[src/rtl/serial_tx_pkg.sv]
// Shared types and line levels for the serial frame transmitter.
package serial_tx_pkg;

  typedef enum logic [2:0] {
    IDLE,
    START,
    DATA,
    PARITY,
    STOP
  } tx_state_t;

  localparam logic LINE_IDLE = 1'b1;
  localparam logic START_LVL = 1'b0;
  localparam logic STOP_LVL  = 1'b1;

endpackage

[src/rtl/baud_tick_counter.sv]
// Bit-period timer: counts CLKS_PER_BIT-1 down to 0, tick marks the last cycle of each bit.
module baud_tick_counter #(
  parameter int CLKS_PER_BIT = 4
) (
  input  logic clk,
  input  logic reset,
  input  logic restart,
  output logic tick
);

  localparam int CW = (CLKS_PER_BIT > 1) ? $clog2(CLKS_PER_BIT) : 1;
  localparam logic [CW-1:0] LOAD = CW'(CLKS_PER_BIT - 1);

  logic [CW-1:0] r_timer;

  // Reload on zero rather than decrementing, so CLKS_PER_BIT=1 stays pinned at 0.
  always_ff @(posedge clk or posedge reset) begin
    if (reset) begin
      r_timer <= '0;
    end else if (restart || (r_timer == '0)) begin
      r_timer <= LOAD;
    end else begin
      r_timer <= r_timer - 1'b1;
    end
  end

  assign tick = (r_timer == '0);

endmodule

[src/rtl/serial_frame_tx.sv]
// LSB-first framed serial transmitter (start 0, DATA_W bits, optional even parity, stop 1).
// Define SERIAL_TX_PARITY_EN to insert the parity bit between data and stop.
module serial_frame_tx
  import serial_tx_pkg::*;
#(
  parameter int DATA_W       = 8,
  parameter int CLKS_PER_BIT = 4
) (
  input  logic              clk,
  input  logic              reset,
  input  logic [DATA_W-1:0] data_in,
  input  logic              valid,
  output logic              ready,
  output logic              tx,
  output logic              busy
);

  localparam int BCW = $clog2(DATA_W + 1);

  tx_state_t         r_state;
  logic [DATA_W-1:0] r_shift;
  logic [BCW-1:0]    r_bitcnt;
  logic              r_tx;
  logic              w_tick;
  logic              w_accept;

  assign ready    = (r_state == IDLE);
  assign busy     = !ready;
  assign w_accept = valid && ready;
  assign tx       = r_tx;

  baud_tick_counter #(
    .CLKS_PER_BIT(CLKS_PER_BIT)
  ) u_baud (
    .clk    (clk),
    .reset  (reset),
    .restart(w_accept),
    .tick   (w_tick)
  );

`ifdef SERIAL_TX_PARITY_EN
  logic r_parity;

  always_ff @(posedge clk or posedge reset) begin
    if (reset) begin
      r_parity <= 1'b0;
    end else if (w_accept) begin
      r_parity <= ^data_in;
    end
  end
`endif

  always_ff @(posedge clk or posedge reset) begin
    if (reset) begin
      r_state  <= IDLE;
      r_tx     <= LINE_IDLE;
      r_shift  <= '0;
      r_bitcnt <= '0;
    end else begin
      case (r_state)
        IDLE: begin
          if (w_accept) begin
            r_shift <= data_in;
            r_state <= START;
            r_tx    <= START_LVL;
          end
        end
        START: begin
          if (w_tick) begin
            r_tx     <= r_shift[0];
            r_shift  <= r_shift >> 1;
            r_bitcnt <= BCW'(1);
            r_state  <= DATA;
          end
        end
        // r_bitcnt holds the number of data bits already placed on the line.
        DATA: begin
          if (w_tick) begin
            if (r_bitcnt == BCW'(DATA_W)) begin
`ifdef SERIAL_TX_PARITY_EN
              r_state <= PARITY;
              r_tx    <= r_parity;
`else
              r_state <= STOP;
              r_tx    <= STOP_LVL;
`endif
            end else begin
              r_tx     <= r_shift[0];
              r_shift  <= r_shift >> 1;
              r_bitcnt <= r_bitcnt + 1'b1;
            end
          end
        end
`ifdef SERIAL_TX_PARITY_EN
        PARITY: begin
          if (w_tick) begin
            r_state <= STOP;
            r_tx    <= STOP_LVL;
          end
        end
`endif
        STOP: begin
          if (w_tick) begin
            r_state <= IDLE;
            r_tx    <= LINE_IDLE;
          end
        end
        default: begin
          r_state <= IDLE;
          r_tx    <= LINE_IDLE;
        end
      endcase
    end
  end

endmodule

[config.mk]
export PLATFORM = sky130hd
export DESIGN_NAME = serial_frame_tx
export DESIGN_NICKNAME = d
export VERILOG_FILES = /design/src/rtl/serial_tx_pkg.sv /design/src/rtl/baud_tick_counter.sv /design/src/rtl/serial_frame_tx.sv
export SDC_FILE = /design/constraint.sdc
export NUM_CORES = 1
export LEC_CHECK = 0
export ABC_AREA = 1
export BUFFER_PORTS_ARGS = -buffer_cell sky130_fd_sc_hd__buf_4
export CORE_MARGIN = 1
export CORE_UTILIZATION = 41
export DETAILED_ROUTE_END_ITERATION = 7
export GPL_TIMING_DRIVEN = 0
export PLACE_DENSITY_LB_ADDON = 0.2
export SLEW_MARGIN = 30
export SYNTH_ARGS = -nofsm -noshare
export SYNTH_HDL_FRONTEND = slang
export SYNTH_SLANG_ARGS = --single-unit
[constraint.sdc]
create_clock -name clk -period 1.94 [get_ports clk]
set_clock_uncertainty 0.1 [all_clocks]
set_input_delay 0 -clock clk [delete_from_list [all_inputs] [get_ports clk]]
set_output_delay 0 -clock clk [all_outputs]
set_load 0.05 [all_outputs]
==> results_tabular.tex, run 1 <==
\begin{tabular}{lr}
\hline
Metric & Value \\
\hline
\multicolumn{2}{l}{\textbf{Status}} \\
\quad Status & finished clean \\
\multicolumn{2}{l}{\textbf{Timing}} \\
\quad Headroom to the max-slew limit & 53.0\% \\
\quad Fin crit share & 82.6\% \\
\quad Number of endpoints with negative hold slack in the final report & 0 \\
\quad Unrepaired setup endpoints after global routing & no \\
\quad Min cycle time layout & between 1.5 and 2 ns \\
\quad Transition at the pin with the smallest max-transition slack & 0.704 ns \\
\quad Worst Setup Slack, final & between 0.3 and 0.4 ns \\
\quad \# setup viols final & 0 \\
\quad Fmax & about 0.62 GHz \\
\quad Number of pins with negative max-slew slack in the final report & 0 \\
\quad Hold WS & around 0.26 ns \\
\quad Post-Route Setup TNS & 0 ns \\
\multicolumn{2}{l}{\textbf{Synthesis}} \\
\quad Synth Instances & between 100 and 150 \\
\quad Syn nets & 157 \\
\quad Register bit total from synthesis & 18 \\
\quad Sequential-to-total area share from yosys stat & about two fifths \\
\quad Synth warnings & 0 \\
\quad Avg Cell Area, Syn & 7.82 um2 \\
\quad Post-Syn Area & 0.00112 mm2 \\
\quad Distinct cell type count after synthesis & 22 \\
\multicolumn{2}{l}{\textbf{Critical path}} \\
\quad Family with the most delay on the worst path & simple AND/OR/NAND/NOR gates \\
\quad Critical Path Start Type & flip-flop \\
\quad Critical-path top delay cell & dfrtp\_1 \\
\quad Arrival time at the worst endpoint & 1.75 ns \\
\quad Maximum fanout along the worst path & 8 \\
\quad Critical path buffers and inverters & 2 \\
\quad Kind of end point of the critical path & flip-flop \\
\quad Slowest Stage Delay on Critical Path & about 0.39 ns \\
\quad Required time worst endpoint & between 2 and 2.5 ns \\
\quad Type of the worst setup path & flip-flop to flip-flop \\
\quad Cell Chain, Critical Path & inv\_1 -> ha\_1 -> inv\_1 -> nand3\_1 -> nand2\_1 -> nor2\_4 -> nand3\_1 -> nand2\_1 \\
\multicolumn{2}{l}{\textbf{Die}} \\
\quad Boundary Pins & 14 \\
\quad Standard-cell row count & 18 \\
\quad Die area & just under 0.003 mm2 \\
\quad Placeable core region & 0.00252 mm2 \\
\quad Height of the die & around 54 um \\
\quad Die boundary width & $\sim$54 um \\
\quad Initial Util & 44.3\% \\
\multicolumn{2}{l}{\textbf{Clock tree}} \\
\quad Clk sink count & 18 \\
\quad H-tree level count & 1 \\
\quad Clock-pin slew of the registers on the worst-case setup and hold paths & about 0.11 ns \\
\quad Number of gates given a new drive strength after cts & 0 \\
\quad Source-to-sink clock delay at the later pin of the worst-skew pair & 0.30 ns \\
\quad Hold Buf Count CTS & 10 \\
\quad Num CTS Buffers & 3 \\
\quad Post-CTS Repair Setup Buffers & 0 \\
\quad Worst-case clock buffer depth & 2 \\
\quad CTS Root Buffer Type & clkbuf\_4 \\
\quad TritonCTS clock tree & yes \\
\multicolumn{2}{l}{\textbf{Cells and area}} \\
\quad Fraction of final layout cells with drive strength greater than 1 & between 20\% and 30\% \\
\quad Layout overhead on the synthesized area & 24.3\% \\
\quad Number of antenna cells inserted & 0 \\
\quad Finished layout cell area & 0.00139 mm2 \\
\quad Area of the multi-input gates & a little under 600 um2 \\
\quad Filler cell count in the final layout & about 240 \\
\quad Number of nets in the layout & 185 \\
\quad Register Area & 452 um2 \\
\quad Core occupancy in the finished layout & between 50\% and 60\% \\
\multicolumn{2}{l}{\textbf{Pwr}} \\
\quad Clk pwr share & 12.4\% \\
\quad Logic pwr share & 55.7\% \\
\quad Leakage Power & $\sim$0.74 nW \\
\quad Cell internal power dissipation & between 1 and 1.5 mW \\
\quad Sequential share of power & 31.9\% \\
\quad Net switching power figure & 0.919 mW \\
\quad Power density relative to cell area & $\sim$1400 mW/mm2 \\
\quad Maximum vdd ir drop & about 1.1 mV \\
\quad Switching power as a share of total power & between 40\% and 50\% \\
\multicolumn{2}{l}{\textbf{GRT}} \\
\quad Overall fraction of global-route tracks in use & $\sim$17\% \\
\quad First-pass GRT wire length & between 3 and 4 mm \\
\quad Maximum number of pins on one net before global-route repair & 19 \\
\quad Antenna violations before repair & 0 \\
\quad Via count of the first global-routing pass & between 700 and 800 \\
\quad Aggregate global routing overflow & 0 \\
\multicolumn{2}{l}{\textbf{Place}} \\
\quad Count of buffers from port buffering & 13 \\
\quad Placed wire-length estimate after detailed placement & around 1.6 mm \\
\quad Post-DP Area & about 0.0013 mm2 \\
\quad Weighted congestion at the end of routability-driven global placement & around 0.80 \\
\quad Pre-CTS worst setup slack & around 0.37 ns \\
\multicolumn{2}{l}{\textbf{Routing}} \\
\quad Drt wl/cell & 11.0 um \\
\quad Starting DRT DRC Count & 25 \\
\quad Total iterations of the first detailed-routing run & 4 \\
\quad Antenna Nets Post-Route & 0 \\
\quad Final WL & about 2.2 mm \\
\quad Vias per cell & approximately 5.0 \\
\quad DRC violations left & 0 \\
\quad Total vias in the final route & 995 \\
\multicolumn{2}{l}{\textbf{Min path}} \\
\quad Hold/Removal Path Class & primary input to asynchronous set/reset pin \\
\multicolumn{2}{l}{\textbf{Job}} \\
\quad Number of maximum-capacitance constraint violations & 0 \\
\hline
\end{tabular}
worst paths after layout:
kind,start,to,slack [ns],cells after the start
min in group clk,u_baud.r_timer[0],u_baud.r_timer[0],0.37,1
worst min register to register,u_baud.r_timer[0],u_baud.r_timer[0],0.37,1
worst max register to register,u_baud.r_timer[0],r_shift[3],0.34,8
worst min-delay path,reset,r_bitcnt[0],0.26,3
max in group asynchronous,reset,r_shift[6],1.04,3
worst max-delay path,u_baud.r_timer[0],r_shift[3],0.34,8
power by group through the flow:
| stage | logic, mW | clock network (mW) | registers [mW] |
|---|---|---|---|
| after floorplan | 0.821 | 0 | 0.623 |
| after global placement | 1.04 | 0 | 0.614 |
| after detailed placement | 1.05 | 0 | 0.619 |
| after CTS | 1.08 | 0.250 | 0.611 |
| after global routing | 1.20 | 0.258 | 0.623 |
| final | 1.07 | 0.238 | 0.612 |
synth_stat cells (all sizes together):
| cell type | number | share of area, % |
|---|---|---|
| nand2 | 56 | 20 |
| buf | 1 | 0.67 |
| o21ai | 5 | 3.2 |
| nand3b | 2 | 1.7 |
| dfstp | 1 | 2.3 |
| inv | 16 | 5.6 |
| ha | 3 | 3.4 |
| nand3 | 28 | 17 |
| xnor2 | 1 | 0.78 |
| xor2 | 1 | 0.78 |
| dfrtp | 17 | 38 |
| nor2 | 12 | 6.4 |
kinds of logic after synthesis:
| kind of cell | after synthesis | share of synthesized area [%] |
|---|---|---|
| simple gates | 98 | 45.2 |
| buf+inv | 17 | 6.27 |
| compound gates | 5 | 3.24 |
| flops | 18 | 40.4 |
| fa+ha+maj | 3 | 3.36 |
| xor+xnor | 2 | 1.57 |
layer usage:
metal | track usage (%) | part of all wire (%)
met2 | 25.2 | 45
met3 | 5.83 | 5.4
met5 | 0 | 0
met1 | 22.9 | 49
met4 | 3.85 | 0.45
stage by stage:
stage	power [mW]	instances
after global routing	2.08	200
after detailed placement	1.67	186
after global placement	1.65	186
after CTS	1.94	200
after floorplan	1.44	143
final	1.92	200
cells in the final DEF (no fill, tap or decap):
master / count
o21ai_1: 3
o21ai_0: 1
xor2_1: 1
clkbuf_4: 3
xnor2_1: 1
nand3b_1: 1
nor2_1: 9
inv_2: 5
ha_1: 3
buf_4: 14
nor2_4: 1
nand2_4: 2
nand3_4: 4
o21ai_4: 1
dfrtp_1: 17
dlygate4sd3_1: 10
nor2_2: 1
dfstp_2: 1
nor2_8: 1
nand2_1: 54
nand3_1: 24
nand3b_2: 1
inv_1: 10
inv_4: 1
clkbuf_8: 1
sequential cells by signal (all words and copies together) (netlist names):
name	count
r_state	3
r_shift	8
r_bitcnt	4
tx	1
u_baud.r_timer	2
area by class of cell:
cell class / count / area share, %
multi-input combinational: 108 / 42.9
sequential: 18 / 32.5
timing repair buffer: 23 / 14.2
inverter: 16 / 4.50
tap: 30 / 2.70
clock buffer: 4 / 2.61
buffer: 1 / 0.540
worst min-delay path, delay by kind of cell:
kind     cells  cell delay (ns)
buf+inv      3             1.17
Power figures use the tool's default switching activity.
==> run 2, diff against run 1 <==
==> constraint.sdc (replaced) <==
create_clock -name clk -period 1.3 [get_ports clk]
set_clock_uncertainty 0.1 [all_clocks]
set_input_delay 0 -clock clk [delete_from_list [all_inputs] [get_ports clk]]
set_output_delay 0 -clock clk [all_outputs]
set_load 0.05 [all_outputs]
==> results_tabular.tex, run 2 (synthesis results as in run 1) <==
\begin{tabular}{lr}
\hline
Metric & Value \\
\hline
\multicolumn{2}{l}{\textbf{Timing}} \\
\quad Number of endpoints with negative hold slack in the final report & 0 \\
\quad Hold WS & $\sim$0.26 ns \\
\quad Worst Setup Slack, final & -0.198 ns \\
\quad Number of pins with negative max-slew slack in the final report & 0 \\
\quad Fmax & between 0.6 and 0.7 GHz \\
\quad Min cycle time layout & roughly 1.5 ns \\
\quad Fin crit share & 115\% \\
\quad \# setup viols final & 17 \\
\quad Headroom to the max-slew limit & around 53\% \\
\quad Transition at the pin with the smallest max-transition slack & around 0.7 ns \\
\quad Post-Route Setup TNS & -2.43 ns \\
\quad Unrepaired setup endpoints after global routing & yes \\
\multicolumn{2}{l}{\textbf{Cells and area}} \\
\quad Register containing the most flip-flops in the final layout & r\_shift \\
\quad Finished layout cell area & around 0.0018 mm2 \\
\quad Top library cells by usage in the layout, fill and taps aside & nand2\_1 (42), buf\_4 (24), dfrtp\_1 (15), nand3\_1 (13), nand3\_2 (11) \\
\quad Fraction of final layout cells with drive strength greater than 1 & about 48\% \\
\quad Number of antenna cells inserted & 0 \\
\quad Most common cell after layout, fill and taps aside & nand2\_1 \\
\quad Number of nets in the layout & about 200 \\
\quad Number of flip-flops under the largest register name & 8 \\
\quad Core occupancy in the finished layout & between 60\% and 70\% \\
\quad Registers with the highest flip-flop counts & r\_shift: 8 flops, r\_bitcnt: 4 flops, r\_state: 3 flops \\
\quad Non-filler cells in the finished layout & approximately 220 \\
\quad Layout overhead on the synthesized area & 57.4\% \\
\multicolumn{2}{l}{\textbf{GRT}} \\
\quad First-pass GRT wire length & 4.02 mm \\
\quad Maximum number of pins on one net before global-route repair & 19 \\
\quad Overall fraction of global-route tracks in use & around a fifth \\
\quad Aggregate global routing overflow & 0 \\
\quad Antenna violations before repair & 0 \\
\quad Via count of the first global-routing pass & $\sim$860 \\
\multicolumn{2}{l}{\textbf{Critical path}} \\
\quad Type of the worst setup path & flip-flop to flip-flop \\
\quad Critical Path Start Type & flip-flop \\
\quad Required time worst endpoint & roughly 1.4 ns \\
\quad Arrival time at the worst endpoint & about 1.6 ns \\
\quad Maximum fanout along the worst path & 5 \\
\quad Kind of end point of the critical path & flip-flop \\
\multicolumn{2}{l}{\textbf{Die}} \\
\quad Standard-cell row count & 18 \\
\quad Initial Util & between 40\% and 50\% \\
\quad Height of the die & roughly 54 um \\
\quad Placeable core region & 0.00252 mm2 \\
\quad Die area & 0.00294 mm2 \\
\quad Boundary Pins & 14 \\
\quad Die boundary width & 54.2 um \\
\multicolumn{2}{l}{\textbf{Clock tree}} \\
\quad Worst-case clock buffer depth & 2 \\
\quad Num CTS Buffers & 3 \\
\quad Source-to-sink clock delay at the later pin of the worst-skew pair & 0.30 ns \\
\quad Clock-pin slew of the registers on the worst-case setup and hold paths & $\sim$0.11 ns \\
\quad Clk sink count & 18 \\
\quad H-tree level count & 1 \\
\quad TritonCTS clock tree & yes \\
\quad CTS Root Buffer Type & clkbuf\_4 \\
\multicolumn{2}{l}{\textbf{Place}} \\
\quad Weighted congestion at the end of routability-driven global placement & between 0.7 and 0.8 \\
\quad Pre-CTS worst setup slack & -0.207 ns \\
\quad Total instance count after detailed placement & about 190 \\
\quad Placed wire-length estimate after detailed placement & around 1.7 mm \\
\quad Count of buffers from port buffering & 13 \\
\quad Post-DP Area & approximately 0.0013 mm2 \\
\multicolumn{2}{l}{\textbf{Pwr}} \\
\quad Power density relative to cell area & 2180 mW/mm2 \\
\quad Power after layout & 3.83 mW \\
\quad Leakage Power & 0.870 nW \\
\quad Maximum vdd ir drop & between 2 and 2.5 mV \\
\multicolumn{2}{l}{\textbf{Job}} \\
\quad Number of maximum-capacitance constraint violations & 0 \\
\multicolumn{2}{l}{\textbf{Min path}} \\
\quad Hold/Removal Path Class & primary input to asynchronous set/reset pin \\
\multicolumn{2}{l}{\textbf{Routing}} \\
\quad Drt wl/cell & 13.3 um \\
\quad Total iterations of the first detailed-routing run & 4 \\
\quad DRC violations left & 0 \\
\quad Starting DRT DRC Count & 23 \\
\quad Total vias in the final route & between 1000 and 1500 \\
\quad Antenna Nets Post-Route & 0 \\
\quad Final WL & a little under 3 mm \\
\quad Vias per cell & 5.01 \\
\multicolumn{2}{l}{\textbf{Status}} \\
\quad Status & complete, but fails checks \\
\quad Failing checks & negative setup slack \\
\hline
\end{tabular}
## run 2: final timing paths
kind / from / end / slack (ns) / cells past startpoint
setup / recovery: r_state[0] / r_shift[5] / -0.20 / 7
hold / removal: reset / r_bitcnt[0] / 0.26 / 3
min in group clk: tx / tx / 0.37 / 2
max in group asynchronous: reset / r_state[1] / 0.35 / 3
setup reg to reg: r_state[0] / r_shift[5] / -0.20 / 7
hold reg to reg: tx / tx / 0.37 / 2
## run 2: layout make-up
type	count	area, um2
Multi-Input combinational cell	109	763
Timing Repair Buffer	40	385
Inverter	16	76.3
Buffer	1	7.51
Tap cell	30	37.5
Sequential cell	18	454
Clock buffer	4	36.3
Fill cell	203	762
## run 2: power by group
part	internal [mW]	switching [mW]	total, mW	leakage (nW)
clock	0.171	0.189	0.360	0.0210
combinational	1.09	1.43	2.52	0.625
sequential	0.780	0.176	0.956	0.224
## run 2: routing by layer
| metal | vias up | share of wire [%] | track usage, % |
|---|---|---|---|
| met5 | - | 0 | 0 |
| met4 | 0 | 1.1 | 6.41 |
| met3 | 6 | 2.6 | 2.50 |
| met2 | 18 | 51 | 32.7 |
| met1 | 522 | 45 | 25.9 |
| li1 | 547 | - | - |
## run 2: what timing repair did
item                                   CTS  global route
setup endpoints to repair               17            20
gates cloned                             0             1
buffers inserted                         8            10
pin swaps                               10            14
endpoints found under the hold margin   28             0
resized for setup                       18            22
hold buffers                            10             0
## run 2: critical path: stages (launching register included)
cell     delay (ns)
dfrtp_2        0.48
inv_4          0.10
nand3_4        0.15
nor2_4         0.19
buf_4          0.15
nor2_4         0.05
nand3_1        0.10
nand2_1        0.06
